**src/rtl/sme_driver.sv**
```systemverilog
// Host-side driver for a string-matching engine: buffers a string and a pattern,
// streams them to the engine, then waits for a result or a timeout.
module sme_driver #(
  parameter int unsigned STR_MAX = 32,
  parameter int unsigned PAT_MAX = 9,
  parameter int unsigned TMO     = 255
) (
  input  logic       clk,
  input  logic       reset,
  input  logic       wr_en,
  input  logic       wr_sel,
  input  logic [7:0] wr_data,
  input  logic       clr,
  input  logic       start,
  input  logic       keep_str,
  output logic [7:0] chardata,
  output logic       isstring,
  output logic       ispattern,
  input  logic       valid,
  input  logic       match,
  input  logic [4:0] match_index,
  output logic       busy,
  output logic       res_valid,
  output logic       res_match,
  output logic [4:0] res_index,
  output logic       res_timeout
);

  localparam int unsigned SLW = $clog2(STR_MAX + 1);
  localparam int unsigned PLW = $clog2(PAT_MAX + 1);
  localparam int unsigned IW  = (SLW > PLW) ? SLW : PLW;
  localparam int unsigned SAW = (STR_MAX > 1) ? $clog2(STR_MAX) : 1;
  localparam int unsigned PAW = (PAT_MAX > 1) ? $clog2(PAT_MAX) : 1;

  typedef enum logic [2:0] {IDLE, SEND_STR, SEND_PAT, WAIT, REPORT} state_e;

  state_e           state_q, state_d;
  logic [SLW-1:0]   str_len_q, str_len_d;
  logic [PLW-1:0]   pat_len_q, pat_len_d;
  logic [IW-1:0]    idx_q, idx_d, nidx;
  logic [7:0]       wcnt_q, wcnt_d;
  logic             str_sent_q, str_sent_d;
  logic [7:0]       chardata_q, chardata_d;
  logic             isstring_q, isstring_d;
  logic             ispattern_q, ispattern_d;
  logic             busy_q;
  logic             res_valid_q, res_valid_d;
  logic             res_match_q, res_match_d;
  logic [4:0]       res_index_q, res_index_d;
  logic             res_timeout_q, res_timeout_d;
  logic             str_we, pat_we;
  logic             accept;

  logic [7:0] str_mem [STR_MAX];
  logic [7:0] pat_mem [PAT_MAX];

  assign chardata    = chardata_q;
  assign isstring    = isstring_q;
  assign ispattern   = ispattern_q;
  assign busy        = busy_q;
  assign res_valid   = res_valid_q;
  assign res_match   = res_match_q;
  assign res_index   = res_index_q;
  assign res_timeout = res_timeout_q;

  assign nidx   = idx_q + IW'(1);
  assign accept = (pat_len_q != '0) &&
                  (keep_str ? str_sent_q : (str_len_q != '0));

  // Next-state and registered-output logic
  always_comb begin
    state_d       = state_q;
    str_len_d     = str_len_q;
    pat_len_d     = pat_len_q;
    idx_d         = idx_q;
    wcnt_d        = wcnt_q;
    str_sent_d    = str_sent_q;
    chardata_d    = 8'h00;
    isstring_d    = 1'b0;
    ispattern_d   = 1'b0;
    res_valid_d   = 1'b0;
    res_match_d   = res_match_q;
    res_index_d   = res_index_q;
    res_timeout_d = res_timeout_q;
    str_we        = 1'b0;
    pat_we        = 1'b0;

    unique case (state_q)
      IDLE: begin
        if (start) begin
          // A write coinciding with start is always dropped, accepted or not.
          if (accept) begin
            idx_d = '0;
            if (keep_str) begin
              state_d     = SEND_PAT;
              ispattern_d = 1'b1;
              chardata_d  = pat_mem[0];
            end else begin
              state_d    = SEND_STR;
              isstring_d = 1'b1;
              chardata_d = str_mem[0];
            end
          end
        end else if (clr) begin
          str_len_d  = '0;
          pat_len_d  = '0;
          str_sent_d = 1'b0;
        end else if (wr_en) begin
          if (!wr_sel) begin
            if (str_len_q != SLW'(STR_MAX)) begin
              str_we    = 1'b1;
              str_len_d = str_len_q + SLW'(1);
            end
          end else begin
            if (pat_len_q != PLW'(PAT_MAX)) begin
              pat_we    = 1'b1;
              pat_len_d = pat_len_q + PLW'(1);
            end
          end
        end
      end

      SEND_STR: begin
        if (nidx == IW'(str_len_q)) begin
          str_sent_d  = 1'b1;
          state_d     = SEND_PAT;
          idx_d       = '0;
          ispattern_d = 1'b1;
          chardata_d  = pat_mem[0];
        end else begin
          idx_d      = nidx;
          isstring_d = 1'b1;
          chardata_d = str_mem[SAW'(nidx)];
        end
      end

      SEND_PAT: begin
        if (nidx == IW'(pat_len_q)) begin
          state_d = WAIT;
          wcnt_d  = 8'h00;
        end else begin
          idx_d       = nidx;
          ispattern_d = 1'b1;
          chardata_d  = pat_mem[PAW'(nidx)];
        end
      end

      WAIT: begin
        if (valid) begin
          res_match_d   = match;
          res_index_d   = match_index;
          res_timeout_d = 1'b0;
          res_valid_d   = 1'b1;
          state_d       = REPORT;
        end else if (wcnt_q == 8'(TMO - 1)) begin
          res_match_d   = 1'b0;
          res_index_d   = 5'd0;
          res_timeout_d = 1'b1;
          res_valid_d   = 1'b1;
          state_d       = REPORT;
        end else begin
          wcnt_d = wcnt_q + 8'd1;
        end
      end

      REPORT: begin
        pat_len_d = '0;
        state_d   = IDLE;
      end

      default: state_d = IDLE;
    endcase
  end

  always_ff @(posedge clk or posedge reset) begin
    if (reset) begin
      state_q       <= IDLE;
      str_len_q     <= '0;
      pat_len_q     <= '0;
      idx_q         <= '0;
      wcnt_q        <= 8'h00;
      str_sent_q    <= 1'b0;
      chardata_q    <= 8'h00;
      isstring_q    <= 1'b0;
      ispattern_q   <= 1'b0;
      busy_q        <= 1'b0;
      res_valid_q   <= 1'b0;
      res_match_q   <= 1'b0;
      res_index_q   <= 5'd0;
      res_timeout_q <= 1'b0;
    end else begin
      state_q       <= state_d;
      str_len_q     <= str_len_d;
      pat_len_q     <= pat_len_d;
      idx_q         <= idx_d;
      wcnt_q        <= wcnt_d;
      str_sent_q    <= str_sent_d;
      chardata_q    <= chardata_d;
      isstring_q    <= isstring_d;
      ispattern_q   <= ispattern_d;
      busy_q        <= (state_d != IDLE);
      res_valid_q   <= res_valid_d;
      res_match_q   <= res_match_d;
      res_index_q   <= res_index_d;
      res_timeout_q <= res_timeout_d;
    end
  end

  // Buffer storage carries no reset; lengths alone define valid content
  always_ff @(posedge clk) begin
    if (str_we) str_mem[SAW'(str_len_q)] <= wr_data;
    if (pat_we) pat_mem[PAW'(pat_len_q)] <= wr_data;
  end

endmodule

```
**config.mk**
```make
export PLATFORM = sky130hd
export DESIGN_NAME = sme_driver
export DESIGN_NICKNAME = d
export VERILOG_FILES = /design/src/rtl/sme_driver.sv
export SDC_FILE = /design/constraint.sdc
export NUM_CORES = 1
export LEC_CHECK = 0
export ABC_AREA = 1
export CORE_ASPECT_RATIO = 2
export CORE_UTILIZATION = 35
export DETAILED_ROUTE_END_ITERATION = 6
export PLACE_DENSITY_LB_ADDON = 0.12
export SYNTH_ARGS = -nofsm -noshare
export SYNTH_HDL_FRONTEND = slang
export SYNTH_SLANG_ARGS = --single-unit
export TNS_END_PERCENT = 5
```
**constraint.sdc**
```tcl
create_clock -name clk -period 2 [get_ports clk]
set_input_delay 0.6 -clock clk [delete_from_list [all_inputs] [get_ports clk]]
set_output_delay 0.6 -clock clk [all_outputs]
set_load 0.01 [all_outputs]
```
==> results.toml <==
[grt]
antenna_found_initial = 0
grt_pass1_vias = 12600
grt_overflow = 0
grt_max_degree = 81
grtUsageTotal_pct = 23.4
grt_pass1_wl_um = 80000

[clock_network]
cts_made_buffers = 35
worstSkewPairLatency_ps = 540
path_clk_slew_ps = 70
tritoncts = "done"
cts_hold_buf = 0
cts_buffer_depth = 3
cts.sinks = 375
htreeDepth = 2
cts_root_buf = "clkbuf_16"

[final_layout]
diodes = 0
fin_area_um2 = 21500
fillers = 4396
seqCellArea_um2 = 11000
area_growth_syn_to_layout_pct = 30.4
final_nets = 1792
multi_input_area_um2 = 5570
layout-drive-gt1-share_pct = 27.0

[yosys]
yosys_warnings = 0
yosysSeqAreaShare_pct = 67.0
synth_nets = 1589
ys_ff_latch = 375
synth.distinct_cells = 37
netlist_instances = 1556
avgSynthCellArea_um2 = 10.6
syn_area_um2 = 16500

[routing]
wire_per_inst_um = 22.8
num_vias = 12100
drtIter0Drc = 709
wl_um = 55000
vias_per_cell = 5.01
first_pass_iters = 5
drc = 0
ant_nets = 0

[timing]
rsz0062_at_grt = "true"
max-slew-margin-rel_pct = 52.3
layout_setup_ws_ps = -226
tightest_slew_ps = 716
fmax_ghz = 0.449
clock_skew_ps = 12.0
finalCriticalPeriod_ps = 2230
slew_violations = 0
finalSetupViolCount = 96
holdWs_ps = 409
fin_crit_sh_pct = 111
hold_viol_final = 0
fin_tns_setup_ps = -4470

[setup_path]
required_ps = 2390
worstSetupEndpoint = "chardata[6]"
critPathMaxFanout = 7
r2r-start = "idx_q[0]"
r2r-end = "chardata[6]"
path_class = "flop to flop"
worstRegToRegCells = 13
start_kind = "flop"
reg2reg_slack_ps = -230
cp-end-kind = "flop"
critical_path_arrival_ps = 2610
cp-startpoint = "idx_q[0]"

[worst_hold_path]
min_path_type = "input port to async pin"

[pwr]
ir_drop_mv = 0.717
total_power_w = 0.0322
power_leakage_nw = 8.50
power_density_nw_per_um2 = 1500

[die]
io_pins = 41
die_area_um2 = 48000
die_w_um = 155
core.rowCount = 112
die_h_um = 309
core_area_um2 = 46500
start_util_pct = 35.4

[place]
port_buffers = 40
placed_cell_area_um2 = 18900
dp_hpwl_um = 35900
gp_congestion = 0.859

[run_status]
violations = "negative setup slack"
outcome = "complete, but fails checks"

[flow_run]
drv_cap = 0
-- metrics by stage --
stage	worst slack [ps]	cells	util, %
2_1_floorplan	-130	1556	-
3_3_place_gp	-597	2318	40.5
3_5_place_dp	-553	2318	40.5
4_1_cts	-175	2409	45.6
5_1_grt	-264	2411	46.2
6_report	-226	2411	46.2
-- area by class of cell --
cell class                      instances  share of cell area, %
Inverter                               80                   1.53
Sequential cell                       375                   51.4
Multi-Input combinational cell       1026                   25.9
Tap cell                              627                   3.65
Clock inverter                         23                   1.25
Clock buffer                           39                   4.15
Timing Repair Buffer                  241                   12.1
-- worst max-delay path, cell delays in order, from the launching register on --
cell     delay, ps
dfrtp_4        500
ha_4           300
buf_12         170
buf_16         150
buf_4          120
nand3_1        120
nand3_2        140
nand3_2        110
nand2_1         90
inv_1           50
nand3_2         60
nand2_1         50
inv_1           60
nand3_2        130
-- layer usage --
metal | track usage, % | wire length [um] | vias up
li1 | - | - | 5725
met1 | 22.1 | 18200 | 5928
met2 | 47.8 | 31900 | 290
met3 | 2.12 | 1530 | 138
met4 | 13.3 | 3410 | 0
met5 | 0 | 0 | -
-- report_power, final --
group | switching (W) | internal (W)
combinational | 0.00973 | 0.00637
sequential | 0.000257 | 0.00888
clock | 0.00294 | 0.00400
-- placed cells by master (no fill, tap or decap), types with 11 or more instances in the layout --
cell type / count
edfxtp_1: 328
nand3_1: 247
nor2_2: 21
inv_1: 59
nand2_1: 474
buf_12: 25
inv_2: 11
dfrtp_1: 46
dlygate4sd2_1: 16
nor2_1: 39
buf_6: 44
clkdlybuf4s50_1: 13
nor3_1: 11
nand3_2: 93
buf_16: 11
clkinv_1: 12
nor2_4: 19
clkbuf_16: 36
nand2_2: 30
buf_4: 118
-- what timing repair did --
action | in CTS | in global routing
gates cloned | 11 | 1
pin swaps | 35 | 12
resized for setup | 186 | 57
endpoints found under the setup margin | 364 | 340
buffers inserted | 18 | 2
-- cells in the mapped netlist, drive strengths merged --
master	count	area share (%)
o2111ai	1	0.053
o21ai	14	0.45
clkinv	5	0.11
nor2	79	2.1
nand2	515	12
nand4	9	0.42
or2	9	0.34
ha	11	0.84
inv	75	1.8
nand3	346	11
a21oi	8	0.29
edfxtp	328	60
nor3	19	0.58
a31oi	1	0.038
xor2	8	0.47
buf	67	2.2
dfrtp	47	7.1
nor3b	1	0.046
clkbuf	8	0.18
nand3b	5	0.23
-- sequential cells by signal (all words and copies together), names as in the netlist, 4 cells and up --
| signal | cells |
|---|---|
| res_index | 5 |
| pat_mem | 72 |
| pat_len_q | 4 |
| str_mem | 256 |
| idx_q | 6 |
| str_len_q | 6 |
| wcnt_q | 8 |
| chardata | 8 |
-- cell families (layout without fill, tap and decap cells) --
group / count (synthesis) / in the layout / share of synthesized area [%]
xor+xnor: 8 / 8 / 0.471
fa+ha+maj: 11 / 11 / 0.836
buf+inv: 155 / 383 / 4.30
flops: 375 / 375 / 67.0
simple gates: 983 / 983 / 26.6
compound gates: 24 / 24 / 0.828
-- worst min path at each step --
| stage | cells after the start | slack, ps | to |
|---|---|---|---|
| floorplan | 2 | 450 | str_sent_q |
| global placement | 2 | 470 | str_sent_q |
| detailed placement | 2 | 490 | str_sent_q |
| CTS | 3 | 430 | chardata[3] |
| global route | 3 | 440 | res_match |
| finish | 3 | 410 | ispattern |
Note: power is estimated with default switching activity, not from simulation.
